[config.mk]
export PLATFORM = sky130hd
export DESIGN_NAME = program_loader
export DESIGN_NICKNAME = d
export VERILOG_FILES = /design/src/rtl/loader_pkg.sv /design/src/rtl/byte_pair_assembler.sv /design/src/rtl/program_loader.sv
export SDC_FILE = /design/constraint.sdc
export NUM_CORES = 1
export LEC_CHECK = 0
export ABC_AREA = 1
export CAP_MARGIN = 20
export CORE_ASPECT_RATIO = 0.9
export CORE_MARGIN = 2
export CORE_UTILIZATION = 50
export DETAILED_ROUTE_END_ITERATION = 12
export PLACE_DENSITY = 0.87
export SLEW_MARGIN = 15
export SYNTH_ARGS = -nofsm -noshare
export SYNTH_HDL_FRONTEND = slang
export SYNTH_SLANG_ARGS = --single-unit
[constraint.sdc]
create_clock -name clk -period 2.2 [get_ports clk]
set_input_delay 0.22 -clock clk [delete_from_list [all_inputs] [get_ports clk]]
set_output_delay 0.22 -clock clk [all_outputs]
set_load 0.01 [all_outputs]
[src/rtl/loader_pkg.sv]
// Shared definitions for the program loader and the program memory it fills.
//   - LoaderAb / LoaderDb : default program memory address / word widths (2048 x 16)
//   - LoaderEndWord       : default terminator word
//   - loader_state_e      : loader FSM encoding (IDLE=0, WAIT_HI=1, WAIT_LO=2, CHECK=3, DONE=4)
package loader_pkg;

    localparam int unsigned LoaderAb      = 11;
    localparam int unsigned LoaderDb      = 16;
    localparam logic [15:0] LoaderEndWord = 16'h0000;

    typedef enum logic [2:0] {
        StIdle   = 3'd0,
        StWaitHi = 3'd1,
        StWaitLo = 3'd2,
        StCheck  = 3'd3,
        StDone   = 3'd4
    } loader_state_e;

endpackage

[src/rtl/byte_pair_assembler.sv]
// Byte-pair assembler for the program loader: latches the high byte of each instruction word
// and presents {high, rx_data} as the word being completed by the current low byte.
// Optional macro PROGRAM_LOADER_CHECKSUM_EN adds a running XOR over every accepted byte.
// Ports:
//   clk, reset    : system clock, synchronous active-high reset
//   clear         : restart of a load; clears the high byte (and XOR)
//   hi_en         : rx_data is a high byte, latch it
//   acc_en        : rx_data is an accepted data byte, fold it into the XOR (checksum build only)
//   rx_data       : received byte
//   word          : {latched high byte, rx_data}
//   cksum         : running XOR of accepted bytes (checksum build only)
module byte_pair_assembler (
    input  logic        clk,
    input  logic        reset,
    input  logic        clear,
    input  logic        hi_en,
`ifdef PROGRAM_LOADER_CHECKSUM_EN
    input  logic        acc_en,
    output logic [7:0]  cksum,
`endif
    input  logic [7:0]  rx_data,
    output logic [15:0] word
);

    logic [7:0] hi_q;

    always_ff @(posedge clk) begin
        if (reset) begin
            hi_q <= 8'h00;
        end else if (clear) begin
            hi_q <= 8'h00;
        end else if (hi_en) begin
            hi_q <= rx_data;
        end
    end

    assign word = {hi_q, rx_data};

`ifdef PROGRAM_LOADER_CHECKSUM_EN
    logic [7:0] xor_q;

    always_ff @(posedge clk) begin
        if (reset) begin
            xor_q <= 8'h00;
        end else if (clear) begin
            xor_q <= 8'h00;
        end else if (acc_en) begin
            xor_q <= xor_q ^ rx_data;
        end
    end

    assign cksum = xor_q;
`endif

endmodule

[src/rtl/program_loader.sv]
// Program loader: assembles a received byte stream (high byte first) into instruction words and
// writes them to program memory at sequential addresses from 0. Loading ends on the terminator
// word (which is written) or when the last address has been written (overflow).
// Optional macro PROGRAM_LOADER_CHECKSUM_EN: after the terminator one more byte is compared with
// the XOR of all data bytes; a mismatch raises cksum_err.
// Ports:
//   clk, reset          : system clock, synchronous active-high reset
//   start               : one-cycle pulse, begins a load from address 0 (IDLE/DONE only)
//   rx_data, rx_valid   : received byte and its one-cycle strobe
//   wr_en/wr_addr/wr_data : registered program memory write port
//   busy                : load in progress (hold CPU in reset)
//   done                : load finished, held until start/reset
//   overflow            : memory filled without a terminator
//   cksum_err           : checksum byte mismatch (checksum build only)
//   word_count          : words written in the current/last load
module program_loader
    import loader_pkg::*;
#(
    parameter int unsigned   AB       = LoaderAb,
    parameter int unsigned   DB       = LoaderDb,
    parameter logic [DB-1:0] END_WORD = LoaderEndWord
) (
    input  logic          clk,
    input  logic          reset,
    input  logic          start,
    input  logic [7:0]    rx_data,
    input  logic          rx_valid,
    output logic          wr_en,
    output logic [AB-1:0] wr_addr,
    output logic [DB-1:0] wr_data,
    output logic          busy,
    output logic          done,
    output logic          overflow,
`ifdef PROGRAM_LOADER_CHECKSUM_EN
    output logic          cksum_err,
`endif
    output logic [AB:0]   word_count
);

    localparam logic [AB-1:0] AddrMax = '1;

    loader_state_e state_q, state_d;
    logic [AB-1:0] addr_q, addr_d;
    logic [AB:0]   cnt_q, cnt_d;
    logic          wr_en_q, wr_en_d;
    logic [AB-1:0] wr_addr_q, wr_addr_d;
    logic [DB-1:0] wr_data_q, wr_data_d;
    logic          ovf_q, ovf_d;
    logic          clear, hi_en;
    logic [15:0]   word;

`ifdef PROGRAM_LOADER_CHECKSUM_EN
    logic          cerr_q, cerr_d;
    logic          acc_en;
    logic [7:0]    cksum;
`endif

    byte_pair_assembler u_asm (
        .clk     (clk),
        .reset   (reset),
        .clear   (clear),
        .hi_en   (hi_en),
`ifdef PROGRAM_LOADER_CHECKSUM_EN
        .acc_en  (acc_en),
        .cksum   (cksum),
`endif
        .rx_data (rx_data),
        .word    (word)
    );

    always_comb begin
        state_d   = state_q;
        addr_d    = addr_q;
        cnt_d     = cnt_q;
        wr_en_d   = 1'b0;
        wr_addr_d = wr_addr_q;
        wr_data_d = wr_data_q;
        ovf_d     = ovf_q;
        clear     = 1'b0;
        hi_en     = 1'b0;
`ifdef PROGRAM_LOADER_CHECKSUM_EN
        cerr_d    = cerr_q;
        acc_en    = 1'b0;
`endif
        unique case (state_q)
            StIdle, StDone: begin
                // start wins over a coincident byte, which is dropped
                if (start) begin
                    clear   = 1'b1;
                    addr_d  = '0;
                    cnt_d   = '0;
                    ovf_d   = 1'b0;
`ifdef PROGRAM_LOADER_CHECKSUM_EN
                    cerr_d  = 1'b0;
`endif
                    state_d = StWaitHi;
                end
            end
            StWaitHi: begin
                if (rx_valid) begin
                    hi_en   = 1'b1;
`ifdef PROGRAM_LOADER_CHECKSUM_EN
                    acc_en  = 1'b1;
`endif
                    state_d = StWaitLo;
                end
            end
            StWaitLo: begin
                if (rx_valid) begin
`ifdef PROGRAM_LOADER_CHECKSUM_EN
                    acc_en    = 1'b1;
`endif
                    wr_en_d   = 1'b1;
                    wr_addr_d = addr_q;
                    wr_data_d = word;
                    cnt_d     = cnt_q + (AB+1)'(1);
                    // address counter saturates; the load ends at the last address anyway
                    if (addr_q != AddrMax) begin
                        addr_d = addr_q + (AB)'(1);
                    end
                    if (word == END_WORD) begin
`ifdef PROGRAM_LOADER_CHECKSUM_EN
                        state_d = StCheck;
`else
                        state_d = StDone;
`endif
                    end else if (addr_q == AddrMax) begin
                        ovf_d   = 1'b1;
                        state_d = StDone;
                    end else begin
                        state_d = StWaitHi;
                    end
                end
            end
`ifdef PROGRAM_LOADER_CHECKSUM_EN
            StCheck: begin
                if (rx_valid) begin
                    cerr_d  = (rx_data != cksum);
                    state_d = StDone;
                end
            end
`endif
            default: begin
                state_d = StIdle;
            end
        endcase
    end

    always_ff @(posedge clk) begin
        if (reset) begin
            state_q   <= StIdle;
            addr_q    <= '0;
            cnt_q     <= '0;
            wr_en_q   <= 1'b0;
            wr_addr_q <= '0;
            wr_data_q <= '0;
            ovf_q     <= 1'b0;
`ifdef PROGRAM_LOADER_CHECKSUM_EN
            cerr_q    <= 1'b0;
`endif
        end else begin
            state_q   <= state_d;
            addr_q    <= addr_d;
            cnt_q     <= cnt_d;
            wr_en_q   <= wr_en_d;
            wr_addr_q <= wr_addr_d;
            wr_data_q <= wr_data_d;
            ovf_q     <= ovf_d;
`ifdef PROGRAM_LOADER_CHECKSUM_EN
            cerr_q    <= cerr_d;
`endif
        end
    end

    assign wr_en      = wr_en_q;
    assign wr_addr    = wr_addr_q;
    assign wr_data    = wr_data_q;
    assign word_count = cnt_q;
    assign overflow   = ovf_q;
    assign done       = (state_q == StDone);
    assign busy       = (state_q == StWaitHi) || (state_q == StWaitLo) || (state_q == StCheck);
`ifdef PROGRAM_LOADER_CHECKSUM_EN
    assign cksum_err  = cerr_q;
`endif

endmodule
* Word level (Yosys, flattened, before mapping)
Cells that the tools add are included.
** Word-level totals
- Output and inout bits :: 43
- Logic and storage cells :: 58
- Register bits :: 63
- Bits of input ports :: 12
** Cells by class
- Mux-type cells :: 22
- Bitwise operators :: 1
- Equal/unequal tests :: 12
- Reductions and logical operators :: 13
- $add $sub $neg :: 2
** Operators by type and width (count)
- 2-to-1 mux 11 bit :: 3
- 2-to-1 mux 12 bit :: 2
- case mux 12 bit (2 select lines) :: 1
- case mux 11 bit (2 select lines) :: 1
- logical NOT 16 bit :: 1
- 2-to-1 mux 3 bit :: 5
- adder 12 x 1 -> 12 bit (second input constant) :: 1
- inequality test 2 bit (second input constant) :: 6
- adder 11 x 1 -> 11 bit (second input constant) :: 1
- equality test 11 bit (second input constant) :: 1
- inequality test 11 bit (second input constant) :: 1
- case mux 3 bit (3 select lines) :: 1
- 2-to-1 mux 1 bit :: 8
- equality test 3 x 2 -> 1 bit (second input constant) :: 2
- AND reduction 3 bit :: 2
- OR reduction 2 bit :: 3
- AND reduction 5 bit :: 1
- AND reduction 4 bit :: 1
- equality test 3 x 1 -> 1 bit (second input constant) :: 1
- equality test 3 bit (second input constant) :: 1
- logical NOT 3 bit :: 1
- logical OR 1 bit :: 2
- case mux 1 bit (2 select lines) :: 1
- AND reduction 2 bit :: 1
- other kinds (2) :: 2

* Depth between registers and ports, before layout
Gate-level depths: netlist (run 1).
- Word-level depth :: 5
- Depth in mapped cells :: 9
- Gate-level depth less buffers :: 9

* Hierarchy
A second synthesis (run 1) with hierarchy kept.
** Second synthesis, totals
- Cells, all modules :: 421
- Area total of the unflattened synthesis :: 3011.6 sq um
** Modules (own cells, without submodules)
- program_loader :: seq. area each 1101.1 sq um, cells each 362, times used 1, area each 2593.7 sq um
- byte_pair_assembler :: seq. area each 160.2 sq um, cells each 59, times used 1, area each 417.9 sq um

* Worst setup path after synthesis (run 1)
No wires, ideal clock.
- Path type :: register to register
- Start :: reg addr_q[0]
- End :: reg addr_q[7]
- Arrival time :: 1.194 ns
- Setup slack :: 0.896 ns
- Cell stages (with the launch flop) :: 10
- Buffers on the path :: 1
- Required time :: 2.090 ns
- Library setup time :: 0.110 ns
- Period minus slack after synthesis :: 1.304 ns
- Path through :: dfxtp_1 ha_1 inv_1 nor2_2 nand4_2 buf_6 nand3_1 nand2_1 inv_1 nor2_1
** On the way
- Longest elaborated chain between the ends :: 4
- Elaborated cells between the ends (all ways) :: 7
- Classes of those cells :: 1 x add/sub; 2 x eq/ne; 3 x mux; 1 x reduce/logical
** RTL lines
- from (decl) :: RTL line program_loader.sv:43 : logic [AB-1:0] addr_q, addr_d;
- from (signal assigned) :: RTL line program_loader.sv:163 : addr_q <= addr_d;
- adder 11 x 1 -> 11 bit :: RTL line program_loader.sv:119 : addr_d = addr_q + (AB)'(1);
- 2-to-1 mux 11 bit :: RTL line program_loader.sv:118 : if (addr_q != AddrMax) begin
- 2-to-1 mux 11 bit :: RTL line program_loader.sv:109 : if (rx_valid) begin
- case mux 11 bit (2 select lines) :: RTL line program_loader.sv:85 : unique case (state_q)
Parallel ways exist; a longest one is shown, timed or not. The select of a mux whose other input is x is not followed.
A chain may end at the register's enable or synchronous reset.

* Final worst setup path (run 1)
- Start :: reg state_q[2]
- End :: out done
** On the way
- Longest elaborated chain between the ends :: 1
** RTL lines
- from (decl) :: RTL line program_loader.sv:42 : loader_state_e state_q, state_d;
- from (signal assigned) :: RTL line program_loader.sv:151 : state_q <= StIdle;
- from (signal assigned) :: RTL line program_loader.sv:162 : state_q <= state_d;
- equality test 3 bit :: RTL line program_loader.sv:180 : assign done = (state_q == StDone);
- to (decl) :: RTL line program_loader.sv:32 : output logic done,
Every way passes these cells.

==> reports/metrics.yaml, run 1 <==
fin_util_pct: 66.9
die_w_um: 82.6
finalPower_mw: 2.44
drt_first_pass_iters: 5
port_buffers: 54
dieArea_mm2: 0.00617
critPathCaptureType: "primary output"
crit_buf_inv: 2
vias: 2677
place_hpwl_mm: 4.67
grt_util_all_layers_pct: 23.7
async_flop_share_pct: 0
dpl_cell_area_mm2: 0.00335
grt_pass1_wl_mm: 11.0
synth_cells: 388
hold_buffers: 0
p_per_area_mw_per_mm2: 686
vdd_ir_drop_max_mv: 0.579
postCtsSetupBuffers: 0
initial_utilization_pct: 52.3
tightest_slew_ns: 0.394
cp_slowest_cell: "clkdlybuf4s50_1"
cts_resized: 0
relSlewSlack_pct: 73.6
hold_ws_ns: 0.456
use_met3_pct: 6.24
gr-total-overflow: 0
min_path_type: "reg -> reg"
post-route-cell-area_mm2: 0.00356
clk-insertion-delay-late_ns: 0.35
rsz0062_at_grt: "no"
setup.worst_path.start_class: "flip-flop"
hold_path_startpoint: "overflow"
slowest_delay_ns: 0.55
hold_viol: 0
viasPerCell: 5.18
cts_tree: "built"
fin_crit_ns: 1.87
drive_gt1_share_pct: 7.78
synth_edf_count: 0
syn_to_final_growth_pct: 28.0
synthTopCellsByArea: "dfxtp_1 (45%), nand2_1 (11%), a21oi_1 (8.1%)"
routed_wl_mm: 6.77
final.period_utilization_pct: 85.0
timing.rr.start: "addr_q[1]"
use_met2_pct: 35.3
cts_buffer_depth: 2
core-area_mm2: 0.00532
cts-root-buf: "clkbuf_8"
place.gp.congestion: 0.912
cp.required_ns: 1.98
grt_start_max_net_pins: 30
yosys-top-cells-count: "nand2_1 (84), dfxtp_1 (63), nor2_1 (60)"
leakagePower_nw: 1.37
antenna_found_initial: 0
yosysUniqueCellTypes: 30
syn_avg_cell_area_um2: 7.17
drv_slew: 0
layoutNonFillerInstCount: 517
fin_ws_ns: 0.330
first_global_vias: 2408
ys_warn_count: 0
startpoint: "state_q[2]"
path_delay_family: "buffers and inverters"
crit_chain: "inv_1 -> nor2_1 -> clkdlybuf4s50_1"
ios: 55
clock_sinks: 63
status: "finished clean"
place_inst: 501
syn_nets: 402
ant_nets: 0
drc: 0
synth.most_common_cell: "nand2_1"
synth-main-ff-cell: "dfxtp_1"
use_met1_pct: 32.5
busiest_layer: "met2"
critPathKind: "reg -> out"
yosysSeqAreaShare_pct: 45.4
clk_pin_slew_worst_paths_ns: 0.07
cts_made_buffers: 9
antennaDiodeCount: 0
htree_num_levels: 3
finalSetupViolations: 0
drtIter0Drc: 249
cap_violations: 0
synth_seq_cells: 63
wire_per_inst_um: 13.1
die_h_um: 74.7
arrival_ns: 1.65
yosysTopAreaCellShare_pct: 45.4
final_net_count: 459
finalSetupTns_ns: 0
rows: 25
yosysTopAreaCell: "dfxtp_1"
synth_area_mm2: 0.00278
fmax_mhz: 535
fin_skew_ns: 0.00717
critPathMaxFanout: 6
dpl_worst_slack_ns: 0.407
-- state kept, by name (all words and copies together), names as in the netlist --
register	cells
addr_q	11
wr_en	1
wr_data	16
wr_addr	11
word_count	12
u_asm.hi_q	8
overflow	1
state_q	3
-- path summary, 6_finish.rpt --
kind	end	slack [ns]	depth (start not counted)
worst max-delay path	done	0.33	3
worst min-delay path	overflow	0.46	2
worst max register to register	addr_q[0]	0.51	7
worst min register to register	overflow	0.46	2
-- tightest hold or removal path, cell delays in order, from the launching register on --
cell and delay [ns]:
dfxtp_1 0.31, inv_1 0.05, a21oi_1 0.05
-- routing by layer --
metal	wire length [µm]	share of wire, %
met1	3050	45
met2	3130	46
met3	448	6.6
met4	144	2.1
met5	0	0
-- cell type report --
type                    instances  area, µm²
well taps                      67       83.8
inverters                      44        165
repair buffers                 62        601
multi-input cells             265       1240
fillers                       421       1760
clock buffers                  12        155
flip-flops and latches         63       1260
clock inverters                 4       53.8
-- placed cells by master, fill, tap and decap left out, drive strengths merged --
cell	netlist	final
nand2	86	86
nor2	66	66
dfxtp	63	63
clkdlybuf4s50	0	54
a21oi	45	45
inv	44	44
o21ai	25	25
nand3	18	18
clkbuf	6	12
nand4	9	9
buf	10	8
nor3	3	3
o21bai	2	2
nand3b	2	2
o21a	2	2
ha	2	2
clkinvlp	0	2
o211ai	1	1
xor2	1	1
or2	1	1
nor4	1	1
o211a	1	1
clkinv	0	1
bufinv	0	1
-- power breakdown --
| group | total, mW | internal (mW) | switching (mW) | leakage, nW |
|---|---|---|---|---|
| sequential | 1.18 | 1.16 | 0.0202 | 0.509 |
| combinational | 0.201 | 0.0813 | 0.120 | 0.764 |
| clock | 1.06 | 0.587 | 0.470 | 0.0988 |
| total | 2.44 | 1.83 | 0.610 | 1.37 |
-- cells by family (layout without fill, tap and decap cells) --
group	count (synthesis)	in the layout	synth area share, %
buf+inv	60	122	10.0
flops	63	63	45.4
simple gates	186	186	29.1
compound gates	76	76	14.3
xor+xnor	1	1	0.315
fa+ha+maj	2	2	0.900
No activity file was read; power rests on OpenSTA's default activity.
==> run 2: changes to the inputs <==
==> constraint.sdc (replaced) <==
create_clock -name clk -period 1.8 [get_ports clk]
set_input_delay 0.18 -clock clk [delete_from_list [all_inputs] [get_ports clk]]
set_output_delay 0.18 -clock clk [all_outputs]
set_load 0.01 [all_outputs]
==> run 2 against run 1 <==
  * Global-route usage rose by 0.19 points
  * First-iteration DRC count is 6.8% lower
  * Non-clock buffer count stayed put
  * Count of clock-buffer cells in the layout is 1 lower
  * Die area unchanged
  * Sequential power rose by 23%
  * Clock skew up 0.00064 ns
  * Register-to-register slack worse by 0.28 ns
  * Critical path type unchanged
  * Highest routed layer unchanged
  * Routed wire length is 1.4% lower
  * Critical endpoint is now busy
  * Hold slack worse by 0.0062 ns
==> reports/metrics.yaml, run 2 (same netlist as run 1, synthesis figures left out) <==
hold_path_startpoint: "rx_data[7]"  # was overflow
dieArea_mm2: 0.00617  # unchanged
die_h_um: 74.7  # unchanged
clk-insertion-delay-late_ns: 0.35  # about the same
grt_start_max_net_pins: 30  # unchanged
rrSetupSlack_ns: 0.23  # was 0.51 ns
die_w_um: 82.6  # unchanged
grt_pass1_wl_mm: 11.2  # was 11.0 mm
antennaDiodeCount: 0  # unchanged
hold_viol: 0  # unchanged
gr-total-overflow: 0  # unchanged
tightest_slew_ns: 0.384  # was 0.394 ns
worst_r2r_endpoint: "addr_q[3]"  # was addr_q[0]
cap_violations: 0  # unchanged
critPathMaxFanout: 4  # was 6
largest_register_ffs: 16  # unchanged
rows: 25  # unchanged
finalSetupTns_ns: 0  # unchanged
clock_sinks: 63  # unchanged
seqCellArea_mm2: 0.00126  # about the same
core-area_mm2: 0.00532  # unchanged
p_per_area_mw_per_mm2: 830  # was 686 mW/mm²
drtIter0Drc: 232  # was 249
htree_num_levels: 3  # unchanged
cts_tree: "built"  # unchanged
drv_slew: 0  # unchanged
cts_buffer_depth: 2  # unchanged
min_path_cells: 3  # was 2
place_hpwl_mm: 4.75  # was 4.67 mm
ios: 55  # unchanged
ant_nets: 0  # unchanged
fin_ws_ns: 0.111  # was 0.330 ns
fin_skew_ns: 0.00781  # was 0.00717 ns
arrival_ns: 1.51  # was 1.65 ns
cts_made_buffers: 9  # unchanged
layoutNonFillerInstCount: 517  # unchanged
syn_to_final_growth_pct: 28.7  # was 28.0%
viasPerCell: 5.20  # was 5.18
drive_gt1_share_pct: 8.44  # was 7.78%
setup.worst_path.start_class: "flip-flop"  # unchanged
wire_per_inst_um: 12.9  # was 13.1 µm
final.period_utilization_pct: 93.8
finalPower_mw: 2.97  # was 2.44 mW
layout_common_cells: "nand2_1 (84), dfxtp_1 (61), nor2_1 (60)"  # was nand2_1 (84), dfxtp_1 (63), nor2_1 (60)
leakagePower_nw: 1.40  # was 1.37 nW
dpl_worst_slack_ns: 0.0826  # was 0.407 ns
initial_utilization_pct: 52.3  # unchanged
drc: 0  # unchanged
status: "finished clean"  # unchanged
grt_util_all_layers_pct: 23.9  # was 23.7%
postCtsSetupBuffers: 0  # unchanged
rsz0062_at_grt: "no"  # unchanged
clk_pin_slew_worst_paths_ns: 0.07  # about the same
vdd_ir_drop_max_mv: 0.571  # was 0.579 mV
place.gp.congestion: 0.854  # was 0.912
routed_wl_mm: 6.68  # was 6.77 mm
min_path_type: "in -> reg"  # was reg -> reg
first_global_vias: 2399  # was 2408
antenna_found_initial: 0  # unchanged
final_net_count: 459  # unchanged
place_inst: 501  # unchanged
cts-root-buf: "clkbuf_8"  # unchanged
critPathKind: "reg -> out"  # unchanged
r2r_cells: 7  # unchanged
timing.rr.start: "addr_q[1]"  # unchanged
fin_crit_ns: 1.69
fill_cells: 438  # was 421
fmax_mhz: 592
critPathCaptureType: "primary output"  # unchanged
final_common_cell: "nand2_1"  # unchanged
cp.required_ns: 1.62  # was 1.98 ns
port_buffers: 54  # unchanged
vias: 2688  # was 2677
min_to: "wr_data[7]"  # was overflow
relSlewSlack_pct: 74.4  # was 73.6%
finalSetupViolations: 0  # unchanged
multi_input_area_mm2: 0.00125  # was 0.00124 mm²
drt_first_pass_iters: 4  # was 5
[run 2: cell types whose count changed in the layout (fill, tap and decap cells not counted), sizes merged]
cell	before	now
clkbuf	12	11
clkinv	1	3
dlymetal6s2s	0	1
clkdlybuf4s50	54	53
clkinvlp	2	1
[run 2: per-stage QoR]
| stage | utilization [%] | cell area (µm²) | hold slack, ns |
|---|---|---|---|
| floorplan | - | 2780 | 0.270 |
| global placement | 63.0 | 3350 | 0.436 |
| detailed placement | 63.0 | 3350 | 0.446 |
| CTS | 66.9 | 3560 | 0.443 |
| global route | 67.3 | 3580 | 0.473 |
| finish | 67.3 | 3580 | 0.450 |
[run 2: area by class of cell]
cell class,instances,area share [%]
multi-input combinational,265,35.0
sequential,63,35.3
inverter,44,4.62
clock buffer,11,4.23
tap,67,2.34
timing repair buffer,62,16.9
clock inverter,5,1.57
[run 2: per-layer routing]
layer | track usage [%] | part of all wire, % | vias to the layer above
li1 | - | - | 1359
met1 | 33.0 | 46 | 1233
met2 | 34.6 | 45 | 82
met3 | 7.67 | 6.4 | 14
met4 | 9.65 | 2.4 | 0
met5 | 0 | 0 | -
[run 2: power by group]
part,switching (mW),internal [mW]
Clock,0.561,0.712
Combinational,0.149,0.101
Sequential,0.0246,1.42
Total,0.735,2.23
[run 2: how the worst max path moves through the flow]
stage / depth (start not counted) / from / endpoint
2_1_floorplan: 9 / addr_q[0] / addr_q[7]
5_1_grt: 3 / state_q[0] / busy
3_3_place_gp: 8 / rx_valid / addr_q[1]
3_5_place_dp: 8 / rx_valid / word_count[8]
6_report: 3 / state_q[0] / busy
4_1_cts: 4 / state_q[1] / done
[run 2: timing repair]
action                     in CTS  in global routing
gates resized for setup         1                  4
hold buffers                    0                  0
cloned                          0                  0
setup endpoints to repair       1                  5
pin swaps                       1                  0
[run 2: critical path, cell delays in order, from the launching register on]
cell	delay, ns
dfxtp_1	0.46
nor2_4	0.07
nor2_1	0.09
clkdlybuf4s50_1	0.54
==> run 3: changes to the inputs <==
--- a/config.mk
+++ b/config.mk
@@ -6,7 +6,7 @@
 export NUM_CORES = 1
 export LEC_CHECK = 0
 export ABC_AREA = 1
-export CAP_MARGIN = 20
+export CAP_MARGIN = 10
 export CORE_ASPECT_RATIO = 0.9
 export CORE_MARGIN = 2
 export CORE_UTILIZATION = 50
==> results of run 3 <==
Final layout, timing and power as in run 2 (identical DEF).
